--- src/rtl/rr_mux_arb.sv ---
// N-channel valid/ready mux with run-time selectable round-robin or fixed-priority
// arbitration and a single registered output stage (1-cycle latency, full throughput).
module rr_mux_arb #(
    parameter int WIDTH = 8,
    parameter int N     = 4
) (
    input  logic                 clk,
    input  logic                 rst,
    input  logic [N-1:0]         in_valid,
    input  logic [N*WIDTH-1:0]   in_data,
    output logic [N-1:0]         in_ready,
    input  logic                 fixed_pri,
    output logic                 out_valid,
    output logic [WIDTH-1:0]     out_data,
    output logic [$clog2(N)-1:0] out_grant,
    input  logic                 out_ready
);
    localparam int IW = $clog2(N);

    logic [IW-1:0]    ptr;
    logic [IW-1:0]    winner;
    logic             found;
    logic             load_en;
    logic [WIDTH-1:0] sel_data;
    int unsigned      idx;

    assign load_en = !out_valid || out_ready;

    // Search starts at ptr in round-robin mode, at 0 in fixed mode; wrap is explicit for non-power-of-2 N.
    always_comb begin
        found  = 1'b0;
        winner = '0;
        idx    = 0;
        for (int unsigned k = 0; k < N; k++) begin
            idx = fixed_pri ? k : k + 32'(ptr);
            if (idx >= N) idx = idx - N;
            if (!found && in_valid[idx]) begin
                found  = 1'b1;
                winner = IW'(idx);
            end
        end
    end

    always_comb begin
        sel_data = '0;
        in_ready = '0;
        for (int unsigned i = 0; i < N; i++) begin
            if (winner == IW'(i)) begin
                sel_data    = in_data[i*WIDTH +: WIDTH];
                in_ready[i] = load_en && found && !rst;
            end
        end
    end

    always_ff @(posedge clk) begin
        if (rst) begin
            out_valid <= 1'b0;
            out_data  <= '0;
            out_grant <= '0;
            ptr       <= '0;
        end else if (load_en) begin
            if (found) begin
                out_valid <= 1'b1;
                out_data  <= sel_data;
                out_grant <= winner;
                ptr       <= (winner == IW'(N-1)) ? '0 : winner + IW'(1);
            end else begin
                out_valid <= 1'b0;
            end
        end
    end
endmodule
--- config.mk ---
export PLATFORM = sky130hd
export DESIGN_NAME = rr_mux_arb
export DESIGN_NICKNAME = d
export VERILOG_FILES = /design/src/rtl/rr_mux_arb.sv
export SDC_FILE = /design/constraint.sdc
export NUM_CORES = 1
export LEC_CHECK = 0
export CAP_MARGIN = 20
export CORE_ASPECT_RATIO = 0.7
export CORE_MARGIN = 2
export CORE_UTILIZATION = 26
export DETAILED_ROUTE_END_ITERATION = 12
export PLACE_DENSITY_LB_ADDON = 0.05
export SYNTH_ARGS = -nofsm -noshare
export SYNTH_HDL_FRONTEND = slang
export SYNTH_SLANG_ARGS = --single-unit
--- constraint.sdc ---
create_clock -name clk -period 2.9 [get_ports clk]
set_clock_uncertainty 0.15 [all_clocks]
set_input_delay 0.435 -clock clk [delete_from_list [all_inputs] [get_ports clk]]
set_output_delay 0.435 -clock clk [all_outputs]
set_load 0.03 [all_outputs]
==> results.ini, run 1 <==
[status]
status = finished, final reports clean

[sta]
relSlewSlack = 0.727
setup_viol = 0
whs_ps = 356
rsz0062_at_grt = true
finalMaxSlewViolations = 0
min_period_over_period = 0.985
worstMarginPinSlew_ps = 408
max_freq_ghz = 0.350
layout_setup_ws_ps = 44.0
final_hold_viol_count = 0
layout_min_cycle_time_ps = 2860
setup_tns_ps = 0

[routing]
drtIter0Drc = 91
avgViaCountPerCell = 4.89
drc = 0
vias = 1540
final_antenna_net_count = 0
drt-wirelength-per-cell_um = 15.1
firstDrtPassIters = 4
finalWirelength_um = 4770

[power]
p_clk_frac = 0.102
internal-power_uw = 898
switching_power_uw = 677
powerDensity_nw_per_um2 = 623
worst_ir_drop_vdd_mv = 0.256
finalPower_mw = 1.57
p_seq_frac = 0.174
p_leak_nw = 0.959
swShare = 0.430
comb_power_share = 0.724

[synth]
synth_top_family_by_area = compound AO/OA/AOI/OAI gates
synth_warnings = 0
netlist.area_leader.share = 0.203
yosys.area_share.simple = 0.276
ys_types = 48
syn_area_um2 = 1280
synth_adder_area_share = 0.0391
ys_top_cells_by_area = dfxtp_1, a21oi_1, a211oi_1
syn_nets = 199
synth_seq_cells = 13
synth-seq-area-share = 0.203
synth-compound-area-share = 0.399
synth_top_cell_by_area = dfxtp_1
synth_xor_xnor_area_share = 0
syn_avg_cell_area_um2 = 8.26
synthCells = 155
synth_mux_area_frac = 0.00782

[critical_path]
timing.rr.start = ptr[0]
worstSetupPathType = register to output port
reg2reg_to = out_data[0]
crit_fanout = 5
critPathRequiredTime_ps = 2320
crit_arrival_ps = 2270
r2r_cells = 13
cp-start-kind = register
endpoint_kind = output port
reg2reg_slack_ps = 60

[cells_and_area]
final_common_cell = clkdlybuf4s50_1
finalNetCount = 291
fin_util = 0.532
mostFrequentLayoutCells = clkdlybuf4s50_1, buf_4, a21oi_2
final_area_um2 = 2530
final_cells = 315
diodes = 0
drive_gt1_frac = 0.484
syn2layout_area_growth_pct = 97.7
nFillCells = 431

[clock_tree]
numClockSinks = 13
clockBufferDepth = 2
cts_root_buffer = clkbuf_8
cts_tree = done
insertion_delay_ps = 240
numCtsBuffers = 3
h-tree-depth = 1
clk_pin_slew_ps = 50

[die]
coreArea_um2 = 4760
start_util = 0.269
die_w_um = 87.9
die-area_um2 = 5510
num_rows = 21
num_io_pins = 55
die_h_um = 62.7

[run]
max-cap-violations = 0

[global_routing]
antenna_found_initial = 0
grtUsageTotal = 0.167
grt_pass1_vias = 1506
grt_pass1_wl_um = 7370
grt_max_degree = 17
grt_overflow = 0

[place]
hpwl_um = 3540
place.gp.congestion = 0.799
portBuffers = 54
pre_cts_ws_ps = -591
dp_cells = 300
place_area_um2 = 2120

[min_path]
holdPathStages = 2
min_from = out_data[1]
whs_endpoint = out_data[1]
hp-class = register to register

per-layer routing:
metal / GRT usage / wire, um / vias to the layer above
met1: 0.278 / 2530 / 713
met3: 0.0172 / 222 / 3
met5: 0 / 0 / -
li1: - / - / 775
met2: 0.217 / 1990 / 49
met4: 0.0481 / 29 / 0
state kept, by name, indices dropped and copies added, names as in the netlist:
signal,count
ptr,2
out_data,8
out_grant,2
out_valid,1
repair_timing:
| action | CTS | global route |
|---|---|---|
| setup endpoints to repair | 13 | 12 |
| pin swaps | 12 | 16 |
| setup buffers | 10 | 2 |
| hold buffers | 0 | 0 |
| gates resized for setup | 36 | 41 |
Yosys cell counts (all sizes together):
library cell / number
nand2b: 5
clkbuf: 5
nand3: 2
dfxtp: 13
inv: 7
nor2b: 9
and2b: 3
or3b: 1
o21ai: 4
a211o: 1
nor3: 8
a41oi: 1
mux2i: 1
a21o: 1
and2: 1
a2111o: 1
nor3b: 7
buf: 7
nor4: 1
nand4bb: 1
ha: 4
a311oi: 1
a21oi: 25
nor2: 6
o2bb2ai: 1
a2111oi: 3
o21bai: 2
o2111ai: 1
a31o: 1
nand2: 8
nor4b: 2
a31oi: 1
a221oi: 7
o21a: 1
a32oi: 1
a22oi: 2
a211oi: 9
nand4: 1
kinds of logic (layout without fill, tap and decap cells):
group                      count (synthesis)  in the layout
buffers and inverters                     19            110
AOI/OAI and AO/OA                         63             63
muxes                                      1              1
adders and majority gates                  4              4
DFF                                       13             13
and+or+nand+nor                           55             55
how the worst max path moves through the flow:
stage | from | end | slack, ps | cells past startpoint
floorplan | fixed_pri | in_ready[3] | -170 | 10
global placement | in_valid[3] | out_data[5] | -510 | 12
detailed placement | fixed_pri | in_ready[3] | -590 | 10
CTS | fixed_pri | in_ready[3] | 4 | 11
global route | ptr[1] | in_ready[1] | -60 | 10
finish | ptr[0] | in_ready[1] | 40 | 10
layout make-up:
type | instances | area (um2) | share of cell area
Multi-Input combinational cell | 123 | 1220 | 0.482
Sequential cell | 13 | 268 | 0.106
Timing Repair Buffer | 99 | 885 | 0.350
Clock buffer | 4 | 45.0 | 0.0178
Inverter | 7 | 26.3 | 0.0104
Tap cell | 69 | 86.3 | 0.0341
critical path: stages (launching register included):
cell and delay (ps):
dfxtp_4 370, buf_6 120, or3b_4 390, nand3_4 100
nor2_2 50, a41oi_2 250, inv_1 100, ha_2 200
buf_6 110, nor3b_2 140, buf_4 180
power by group through the flow:
stage | clock, mW | combinational [mW] | sequential, mW
2_1_floorplan | 0 | 0.434 | 0.333
3_3_place_gp | 0 | 0.852 | 0.269
3_5_place_dp | 0 | 0.855 | 0.273
4_1_cts | 0.165 | 0.968 | 0.272
5_1_grt | 0.173 | 1.22 | 0.282
6_report | 0.160 | 1.14 | 0.274
Note: power is estimated with default switching activity, not from simulation.
==> run 2: changes to the inputs <==
--- a/config.mk
+++ b/config.mk
@@ -6,11 +6,14 @@
 export NUM_CORES = 1
 export LEC_CHECK = 0
 export CAP_MARGIN = 20
+export CELL_PAD_IN_SITES_DETAIL_PLACEMENT = 0
+export CELL_PAD_IN_SITES_GLOBAL_PLACEMENT = 2
 export CORE_ASPECT_RATIO = 0.7
 export CORE_MARGIN = 2
-export CORE_UTILIZATION = 26
+export CORE_UTILIZATION = 21
 export DETAILED_ROUTE_END_ITERATION = 12
 export PLACE_DENSITY_LB_ADDON = 0.05
+export SLEW_MARGIN = 30
 export SYNTH_ARGS = -nofsm -noshare
 export SYNTH_HDL_FRONTEND = slang
 export SYNTH_SLANG_ARGS = --single-unit
==> results.ini, run 2 (synthesis results as in run 1) <==
[critical_path]
worstSetupPathType = input pin to output port
critPathRequiredTime_ps = 2320  ; about the same
slowest_stage = a2111oi_4
crit_arrival_ps = 2290  ; +20 ps
endpoint_kind = output port
crit_buf_inv = 4  ; unchanged
cp_top_family = compound AO/OA/AOI/OAI gates
crit_fanout = 6  ; +1
crit_chain = buf_4, buf_6, o2bb2ai_2, a211o_1, a2111oi_4, a21oi_2, inv_2, ha_4, nor3b_4, buf_6
crit_path_max_incr_delay_ps = 390  ; about the same
cpMostUsedCell = buf_6
cp-start-kind = input pin

[sta]
relSlewSlack = 0.647  ; -0.0801
worstMarginPinSlew_ps = 528  ; +120 ps
setup_viol = 0  ; unchanged
layout_setup_ws_ps = 27.3  ; -16.7 ps
max_freq_ghz = 0.348  ; -0.58%
final_hold_viol_count = 0  ; unchanged
min_period_over_period = 0.991  ; +0.00576
layout_min_cycle_time_ps = 2870  ; +16.7 ps
finalMaxSlewViolations = 0  ; unchanged
rsz0062_at_grt = true

[clock_tree]
clk_pin_slew_ps = 50  ; about the same
clockBufferDepth = 2  ; unchanged
insertion_delay_ps = 240  ; about the same
postCtsHoldBufs = 0  ; unchanged
cts_tree = done
numClockSinks = 13  ; unchanged
cts_root_buffer = clkbuf_8
numCtsBuffers = 3  ; unchanged
h-tree-depth = 1  ; unchanged

[die]
num_rows = 23  ; +9.5%
start_util = 0.220  ; -0.0490
coreArea_um2 = 5810  ; +22%
die_w_um = 97.3  ; +11%
num_io_pins = 55  ; unchanged
die-area_um2 = 6750  ; +22%
die_h_um = 69.3  ; +11%

[place]
hpwl_um = 3990  ; +13%
dp_cells = 310  ; +3.3%
place.gp.congestion = 0.811  ; +1.5%
portBuffers = 54  ; unchanged
pre_cts_ws_ps = -735  ; -144 ps

[global_routing]
antenna_found_initial = 0  ; unchanged
grt_overflow = 0  ; unchanged
grt_pass1_vias = 1558  ; +3.5%
grt_pass1_wl_um = 8070  ; +9.5%
grt_max_degree = 15  ; -2
grtUsageTotal = 0.146  ; -0.0212

[power]
switching_power_uw = 671  ; -0.89%
swShare = 0.427  ; -0.00261
p_seq_frac = 0.173  ; about the same
internal-power_uw = 899  ; +0.17%
worst_ir_drop_vdd_mv = 0.240  ; -6.3%
p_leak_nw = 0.972  ; +1.3%
powerDensity_nw_per_um2 = 618  ; -0.77%
finalPower_mw = 1.57  ; -0.28%
comb_power_share = 0.724  ; about the same
p_clk_frac = 0.103  ; about the same

[routing]
finalWirelength_um = 5180  ; +8.5%
final_antenna_net_count = 0  ; unchanged
drc = 0  ; unchanged
avgViaCountPerCell = 4.77  ; -2.5%
drt-wirelength-per-cell_um = 15.9  ; +5.2%
firstDrtPassIters = 4  ; unchanged
vias = 1549  ; +0.58%
drtIter0Drc = 79  ; -13%

[cells_and_area]
syn2layout_area_growth_pct = 98.6
mostFrequentLayoutCells = buf_4, clkdlybuf4s50_1, a21oi_1
finalNetCount = 295  ; +1.4%
final_cells = 325  ; +3.2%
largest_reg_flops = 8  ; unchanged
drive_gt1_frac = 0.476  ; -0.00774
largestRegisters = out_data (8), out_grant (2), ptr (2)
fin_util = 0.437  ; -0.0946
registers.top_by_ff_count = out_data
diodes = 0  ; unchanged

[status]
status = finished, final reports clean

[min_path]
hp-class = register to register

[run]
max-cap-violations = 0  ; unchanged

run 2: path summary, 6_finish.rpt:
check / start / end / slack (ps) / cells past startpoint
max: fixed_pri / in_ready[2] / 30 / 10
min: out_data[5] / out_data[5] / 360 / 2
max reg2reg: ptr[0] / out_data[7] / 40 / 13
min reg2reg: out_data[5] / out_data[5] / 360 / 2
run 2: cell type report:
class	instances	area [um2]
inverters	7	26.3
multi-input cells	123	1190
fillers	584	3270
flip-flops and latches	13	268
clock buffers	4	45.0
well taps	75	93.8
repair buffers	103	922
run 2: power groups by stage:
stage | logic (mW) | registers, mW | clock network (mW)
final | 1.14 | 0.272 | 0.161
after CTS | 0.958 | 0.273 | 0.166
after detailed placement | 0.876 | 0.274 | 0
after global routing | 1.22 | 0.278 | 0.174
after global placement | 0.877 | 0.272 | 0
after floorplan | 0.434 | 0.333 | 0
run 2: per-stage QoR:
stage | instance area, um2 | TNS (ps) | hold WS, ps
finish | 2540 | 0 | 361
detailed placement | 2160 | -7750 | 352
CTS | 2340 | -9.99 | 358
global placement | 2160 | -6550 | 344
floorplan | 1310 | -174 | 476
global route | 2540 | -394 | 393
run 2: repair_timing:
| item | in CTS | in global routing |
|---|---|---|
| pin swaps | 9 | 15 |
| gates resized for setup | 39 | 40 |
| setup endpoints to repair | 13 | 12 |
| buffers inserted | 3 | 8 |
run 2: worst reg2reg max path: stages (launching register included):
cell,delay [ps]
dfxtp_4,370
buf_4,150
or3b_4,420
nand3_4,100
nor2_1,60
a41oi_2,220
buf_4,160
ha_2,190
nor2b_4,140
buf_6,150
a221oi_4,70
nor3_2,280
a21oi_2,80
a211oi_2,220
run 2: routing by layer:
metal  routed length, um  track usage  vias to the layer above
li1                    -            -                      777
met3                 192       0.0192                        2
met2                2080        0.199                       35
met1                2880        0.235                      735
met5                   0            0                        -
met4                  21       0.0370                        0
